$ cat src/rtl/dmem_access_ctrl.sv
// Memory-stage load/store sequencer: drives a word-wide req/gnt/rvalid data port,
// splits accesses that straddle a word into two beats and extends load data.
module dmem_access_ctrl #(
    parameter int ADDR_W         = 32,
    parameter bit ALLOW_MISALIGN = 1'b1
) (
    input  logic              clk,
    input  logic              rst,
    input  logic              req_valid,
    input  logic              wr_en,
    input  logic              rd_en,
    input  logic [1:0]        mem_size,
    input  logic              sz_ex,
    input  logic [ADDR_W-1:0] addr,
    input  logic [31:0]       wdata,
    output logic              stall,
    output logic              done,
    output logic [31:0]       rdata,
    output logic              err,
    output logic              m_req,
    output logic              m_we,
    output logic [ADDR_W-1:0] m_addr,
    output logic [3:0]        m_be,
    output logic [31:0]       m_wdata,
    input  logic              m_gnt,
    input  logic              m_rvalid,
    input  logic [31:0]       m_rdata
);

    typedef enum logic [2:0] {
        IDLE,
        REQ0,
        WAIT0,
        REQ1,
        WAIT1,
        DONE,
        ERR
    } state_t;

    state_t state, state_nx;

    logic [ADDR_W-1:0] addr_q;
    logic [31:0]       wdata_q;
    logic [1:0]        size_q;
    logic              sz_ex_q;
    logic              we_q;
    logic [31:0]       beat0_q;
    logic [31:0]       beat1_q;

    logic              active;
    logic              size_bad;
    logic              misaligned;
    logic              start;
    logic              reject;

    logic [3:0]        lane_mask;
    logic [7:0]        be_span;
    logic [63:0]       wd_span;
    logic              split;
    logic [ADDR_W-1:0] base_addr;
    logic [ADDR_W-1:0] next_addr;
    logic [31:0]       merged;
    logic [31:0]       load_ext;

    assign active     = req_valid & (wr_en | rd_en);
    assign size_bad   = (mem_size == 2'b11);
    assign misaligned = ((mem_size == 2'b01) & addr[0]) |
                        ((mem_size == 2'b10) & (addr[1:0] != 2'b00));
    assign start      = active & ~size_bad & ((ALLOW_MISALIGN != 1'b0) | ~misaligned);
    assign reject     = active & (size_bad | ((ALLOW_MISALIGN == 1'b0) & misaligned));

    always_comb begin
        lane_mask = 4'b1111;
        case (size_q)
            2'b00:   lane_mask = 4'b0001;
            2'b01:   lane_mask = 4'b0011;
            default: lane_mask = 4'b1111;
        endcase
    end

    // Lanes/data spanning two words: low half is beat0, high half is beat1.
    assign be_span   = {4'b0000, lane_mask} << addr_q[1:0];
    assign wd_span   = {32'h0, wdata_q} << {addr_q[1:0], 3'b000};
    assign split     = |be_span[7:4];
    assign base_addr = {addr_q[ADDR_W-1:2], 2'b00};
    assign next_addr = base_addr + ADDR_W'(4);

    assign merged = 32'({beat1_q, beat0_q} >> {addr_q[1:0], 3'b000});

    always_comb begin
        load_ext = merged;
        case (size_q)
            2'b00:   load_ext = {{24{sz_ex_q & merged[7]}}, merged[7:0]};
            2'b01:   load_ext = {{16{sz_ex_q & merged[15]}}, merged[15:0]};
            default: load_ext = merged;
        endcase
    end

    always_ff @(posedge clk) begin
        if (rst) begin
            state   <= IDLE;
            addr_q  <= '0;
            wdata_q <= '0;
            size_q  <= '0;
            sz_ex_q <= 1'b0;
            we_q    <= 1'b0;
            beat0_q <= '0;
            beat1_q <= '0;
        end else begin
            state <= state_nx;
            if (state == IDLE && start) begin
                addr_q  <= addr;
                wdata_q <= wdata;
                size_q  <= mem_size;
                sz_ex_q <= sz_ex;
                we_q    <= wr_en;
                beat0_q <= '0;
                beat1_q <= '0;
            end
            if (state == WAIT0 && m_rvalid) begin
                beat0_q <= m_rdata;
            end
            if (state == WAIT1 && m_rvalid) begin
                beat1_q <= m_rdata;
            end
        end
    end

    // Bus fields are driven only while requesting so the port idles at zero.
    always_comb begin
        state_nx = state;
        stall    = 1'b0;
        done     = 1'b0;
        err      = 1'b0;
        m_req    = 1'b0;
        m_we     = 1'b0;
        m_addr   = '0;
        m_be     = '0;
        m_wdata  = '0;
        rdata    = '0;
        case (state)
            IDLE: begin
                if (start) begin
                    stall    = 1'b1;
                    state_nx = REQ0;
                end else if (reject) begin
                    state_nx = ERR;
                end
            end
            REQ0: begin
                stall   = 1'b1;
                m_req   = 1'b1;
                m_we    = we_q;
                m_addr  = base_addr;
                m_be    = be_span[3:0];
                m_wdata = wd_span[31:0];
                if (m_gnt) begin
                    if (!we_q) begin
                        state_nx = WAIT0;
                    end else if (split) begin
                        state_nx = REQ1;
                    end else begin
                        state_nx = DONE;
                    end
                end
            end
            WAIT0: begin
                stall = 1'b1;
                if (m_rvalid) begin
                    state_nx = split ? REQ1 : DONE;
                end
            end
            REQ1: begin
                stall   = 1'b1;
                m_req   = 1'b1;
                m_we    = we_q;
                m_addr  = next_addr;
                m_be    = be_span[7:4];
                m_wdata = wd_span[63:32];
                if (m_gnt) begin
                    state_nx = we_q ? DONE : WAIT1;
                end
            end
            WAIT1: begin
                stall = 1'b1;
                if (m_rvalid) begin
                    state_nx = DONE;
                end
            end
            DONE: begin
                done     = 1'b1;
                rdata    = we_q ? 32'h0 : load_ext;
                state_nx = IDLE;
            end
            ERR: begin
                err      = 1'b1;
                state_nx = IDLE;
            end
            default: state_nx = IDLE;
        endcase
    end

endmodule

$ cat config.mk
export PLATFORM = sky130hd
export DESIGN_NAME = dmem_access_ctrl
export DESIGN_NICKNAME = d
export VERILOG_FILES = /design/src/rtl/dmem_access_ctrl.sv
export SDC_FILE = /design/constraint.sdc
export NUM_CORES = 1
export LEC_CHECK = 0
export ABC_AREA = 1
export ABC_CLOCK_PERIOD_IN_PS = 4300
export CAP_MARGIN = 20
export CELL_PAD_IN_SITES_DETAIL_PLACEMENT = 1
export CELL_PAD_IN_SITES_GLOBAL_PLACEMENT = 1
export CORE_UTILIZATION = 36
export CTS_CLUSTER_DIAMETER = 60
export DETAILED_ROUTE_END_ITERATION = 10
export PLACE_DENSITY = 0.87
export SLEW_MARGIN = 20
export SYNTH_ARGS = -nofsm -noshare
export SYNTH_HDL_FRONTEND = slang
export SYNTH_SLANG_ARGS = --single-unit
$ cat constraint.sdc
create_clock -name clk -period 4.3 [get_ports clk]
set_input_delay 0.86 -clock clk [delete_from_list [all_inputs] [get_ports clk]]
set_output_delay 0.86 -clock clk [all_outputs]
set_load 0.02 [all_outputs]
Word level (Yosys, flattened, before mapping)
Index checks and enable logic that the tools add are counted.
{"block": "word_totals", "ff_bits": 135, "out_inout_bits": 105, "elab_cells": 69}
{"block": "op_classes", "addsub": 1, "eq_ne": 13, "n_shift": 3, "muxes": 26, "bitwise": 7, "reduce_logical": 11}
{"operator": "$pmux W32 S2", "count": 3}
{"operator": "$mux W32", "count": 5}
{"operator": "$shl A32 B5 Y64", "count": 1}
{"operator": "$shr A64 B5 Y32", "count": 1}
{"operator": "$add A32 B3 Y32 const B", "count": 1}
{"operator": "$mux W3", "count": 8}
{"operator": "$pmux W4 S2", "count": 2}
{"operator": "$pmux W3 S5", "count": 1}
{"operator": "$eq A3 B3 Y1 const B", "count": 3}
{"operator": "$ne A2 B2 Y1 const B", "count": 4}
{"operator": "$reduce_or A4 Y1", "count": 2}
{"operator": "$shl A4 B2 Y8", "count": 1}
{"operator": "$eq A3 B2 Y1 const B", "count": 2}
{"operator": "$mux W1", "count": 6}
{"operator": "$and A1 B1 Y1", "count": 5}
{"operator": "$reduce_and A5 Y1", "count": 1}
{"operator": "$reduce_bool A2 Y1", "count": 2}
{"operator": "$eq A3 B1 Y1 const B", "count": 1}
{"operator": "$logic_and A1 B1 Y1", "count": 3}
{"operator": "$logic_not A3 Y1", "count": 1}
{"operator": "$ne A3 B3 Y1 const B", "count": 1}
{"operator": "$eq A2 B1 Y1 const B", "count": 1}
{"operator": "$eq A2 B2 Y1 const B", "count": 1}
{"operator": "$logic_not A2 Y1", "count": 1}
{"operator": "4 further kinds", "count": 4}

Logic depth before layout (Yosys ltp)
{"block": "logic_depth", "ltp_word": 8, "mapped_depth": 9, "depth_no_buf": 9}

Worst setup path after synthesis
Ideal clock, no wire load.
{"block": "synth_path", "path_type": "register to output", "startpoint": "reg state[2]", "endpoint": "out rdata[0]", "arrival_time_ns": 1.578, "required_time_ns": 3.440, "setup_slack_ns": 1.862, "path_stages_with_launch": 7, "path_buffers": 0, "path_cell_list": "dfxtp_1 -> inv_2 -> nor3_2 -> nand2_2 -> clkinv_4 -> nand2_1 -> a31oi_1"}
{"block": "synth_via", "elab_chain_cells": 2}
{"element": "start, declared", "line": "40", "rtl": "state_t state, state_nx;"}
{"element": "start signal, assigned", "line": "110", "rtl": "state <= state_nx;"}
{"element": "$eq A3 B3 Y1", "line": "141", "rtl": "case (state)"}
{"element": "$mux W32", "line": "141"}
{"element": "end, declared", "line": "18", "rtl": "output logic [31:0] rdata,"}
No other way between the ends.

Worst setup path after layout
{"block": "layout_path", "startpoint": "reg state[0]", "endpoint": "out m_wdata[0]"}
{"block": "layout_via", "elab_chain_cells": 2}
{"element": "$eq A3 B2 Y1 or $eq A3 B1 Y1 (tied branches)", "line": "141"}
{"element": "$pmux W32 S2 (*)", "line": "141"}
{"element": "end, declared", "line": "24", "rtl": "output logic [31:0] m_wdata,"}
Mark *: on every way between the ends. The rest lies on a longest branch, timed or not.

==> flow_metrics.tcl <==
set metrics [dict create \
    status "finished, final reports clean" \
    crit_family "simple AND/OR/NAND/NOR gates" \
    vias 9271 \
    synth_most_common_cell "nand2_1" \
    synth-seq-area-share_pct 32.8 \
    setup.worst_path.start_class "flip-flop" \
    htreeDepth 4 \
    crit_type "flip-flop to output pin" \
    dieArea_um2 22100 \
    synth_top_family_by_area "simple AND/OR/NAND/NOR gates" \
    synth_edf_count 0 \
    syn_avg_cell_area_um2 6.20 \
    portBuffers 208 \
    die_y_um 149 \
    rsz0062_at_grt "no" \
    drt-total-wl_um 32200 \
    place_hpwl_um 22700 \
    hp-class "flip-flop to flip-flop" \
    cts_sinks 127 \
    drtIter0Drc 722 \
    critPathArrivalTime_ps 3080 \
    fill_cells 2763 \
    synth_flop_cell "dfxtp_1" \
    r2r-end "addr_q[17]" \
    num_rows 53 \
    diodes 0 \
    synth_top_area_share_pct 32.8 \
    hold_violations 0 \
    finalMaxSlewViolations 0 \
    die_w_um 149 \
    clockRootBuffer "clkbuf_16" \
    min_to "beat0_q[5]" \
    core-area_um2 21000 \
    cts.repair.resized 0 \
    drc_errors 0 \
    initial_core_util_pct 36.8 \
    ant_nets 0 \
    ios 211 \
    tightest_slew_ps 682 \
    final_layout_size_suffix_gt1_share_pct 6.40 \
    drt-wirelength-per-cell_um 19.0 \
    grt_pass1_vias 9236 \
    vias_per_cell 5.47 \
    worst_slew_margin_rel_pct 54.5 \
    power_density_nw_per_um2 485 \
    yosysTopAreaCell "dfxtp_1" \
    path_clk_slew_ps 60 \
    synth_compound_area_share_pct 22.3 \
    max-clock-path-buffers 2 \
    finalCritPeriodShare_pct 91.6 \
    grt_pass1_wl_um 50300 \
    hold_buffers 0 \
    hp-start "beat0_q[5]" \
    ys_types 43 \
    clock_skew_ps 12.6 \
    clk_latency_ps 440 \
    worstReg2RegStart "state[1]" \
    synthSimpleGateAreaFrac_pct 34.0 \
    yosys_warnings 0 \
    drt_pre_antenna_iters 5 \
    cp.buffers_inverters 2 \
    finalPower_mw 5.10 \
    min_period_ps 3940 \
    synth_seq_cells 127 \
    maxCapViolations 0 \
    synth.area.mux_share_pct 0.905 \
    grt-ovfl-total 0 \
    crit_fanout 16 \
    cts_made_buffers 17 \
    synthXorXnorAreaFrac_pct 0.226 \
    grt_usage_pct 29.5 \
    cpPeakStageDelay_ps 680 \
    hold_depth 2 \
    setup_viol 0 \
    gp_congestion 0.945 \
    p_leak_nw 3.76 \
    final_net_count 1515 \
    crit_path_end_kind "output pin" \
    synth_fa_ha_area_share_pct 0.162 \
    netlist_top_cells_area "dfxtp_1 (33%), nand2_1 (15%), o21ai_0 (9.9%), a21oi_1 (9.1%), nor2_1 (7.3%)" \
    rrSetupSlack_ps 2180 \
    finalSetupTns_ps 0 \
    max_freq_mhz 254 \
    grt_antenna_before_repair 0 \
    syn2layout_area_growth_pct 35.8 \
    cts_tree "done" \
    worst_r2r_path_depth 10 \
    synthArstFlopShare_pct 0 \
    netlist_instances 1248 \
    postCtsSetupRepairBufs 0 \
    crit_path_cell_trace "nand2_2 -> nor2_4 -> inv_2 -> nor2_4 -> nand2_1 -> o21ai_0 -> clkdlybuf4s50_1" \
    slowest_stage "clkdlybuf4s50_1" \
    synthTopCellsByCount "nand2_1 (317), o21ai_0 (153), nor2_1 (150)" \
    cpMostUsedCell "nor2_4" \
    worstPathRequired_ps 3440 \
    synth_area_um2 7740 \
    ir_drop_v 0.000257 \
    grt_max_degree 164 \
]
[routing by layer]
metal / global-route usage, % / vias to the layer above / part of all wire [%]
met4: 10.6 / 0 / 2.7
met3: 4.08 / 63 / 5.6
met5: 0 / - / 0
li1: - / 4443 / -
met2: 48.0 / 337 / 47
met1: 39.6 / 4428 / 45
[worst max-delay path by stage]
| stage | startpoint | to | cells past startpoint |
|---|---|---|---|
| global placement | addr_q[1] | m_wdata[19] | 6 |
| CTS | state[0] | m_wdata[0] | 7 |
| detailed placement | state[0] | m_wdata[0] | 7 |
| floorplan | state[2] | rdata[0] | 6 |
| global route | state[0] | m_wdata[0] | 7 |
| finish | state[0] | m_wdata[0] | 7 |
[registers in the layout, indices dropped and copies added, names as in the netlist]
name / cells
wdata_q: 32
beat1_q: 24
addr_q: 32
state: 3
beat0_q: 32
sz_ex_q: 1
size_q: 2
we_q: 1
[power by group]
| group | internal [mW] | switching, mW |
|---|---|---|
| logic | 0.635 | 1.29 |
| registers | 1.37 | 0.200 |
| clock network | 0.983 | 0.630 |
[worst register-to-register path, delay by kind of cell (launching register included)]
kind / cells / cell delay, ps
buf+inv: 5 / 1250
simple gates: 5 / 430
flops: 1 / 330
[stage by stage]
step	hold slack, ps	instances	utilization, %	setup WS (ps)	cell area [um^2]
floorplan	440	1249	-	1860	7740
global route	506	1696	50.0	185	10500
CTS	485	1696	50.0	398	10500
global placement	466	1664	47.0	920	9880
finish	485	1696	50.0	359	10500
detailed placement	476	1664	47.0	878	9880
[cell families (layout without fill, tap and decap cells)]
| logic type | count (synthesis) | count (layout) |
|---|---|---|
| other | 1 | 2 |
| adders and majority gates | 1 | 1 |
| muxes | 7 | 7 |
| buffers and inverters | 162 | 334 |
| xor gates and xnor gates | 2 | 2 |
| AOI/OAI and AO/OA | 330 | 330 |
| DFF | 127 | 127 |
| and+or+nand+nor | 618 | 618 |
[cell usage in the layout, fill, tap and decap left out, types with 2 or more instances in the layout]
master	netlist	layout
a31oi_1	13	13
dfxtp_1	127	125
mux2i_1	7	7
nor2_4	6	6
clkinvlp_4	0	2
a21oi_1	141	141
inv_6	0	5
clkinv_4	1	4
nand3_1	112	112
clkdlybuf4s50_1	0	207
o22ai_1	4	4
nor3_1	6	6
inv_1	64	63
nor2_1	150	150
inv_2	12	12
dfxtp_2	0	2
nor2_2	9	9
nand3_2	3	3
nand2_2	3	3
conb_1	1	2
o21ai_0	153	153
buf_4	13	16
bufinv_16	0	4
o221ai_1	7	7
nand2_1	317	317
o21ai_1	4	4
nand4_1	3	3
clkbuf_16	0	17
a22o_1	7	7
[layout make-up]
type / count / area, um^2 / area share [%]
Clock buffer: 18 / 429 / 4.08
Inverter: 77 / 294 / 2.80
Sequential cell: 127 / 2540 / 24.2
Clock inverter: 14 / 205 / 1.95
Timing Repair Buffer: 225 / 2220 / 21.1
Multi-Input combinational cell: 960 / 4480 / 42.6
Tap cell: 275 / 344 / 3.27
No activity file was read; power rests on OpenSTA's default activity.
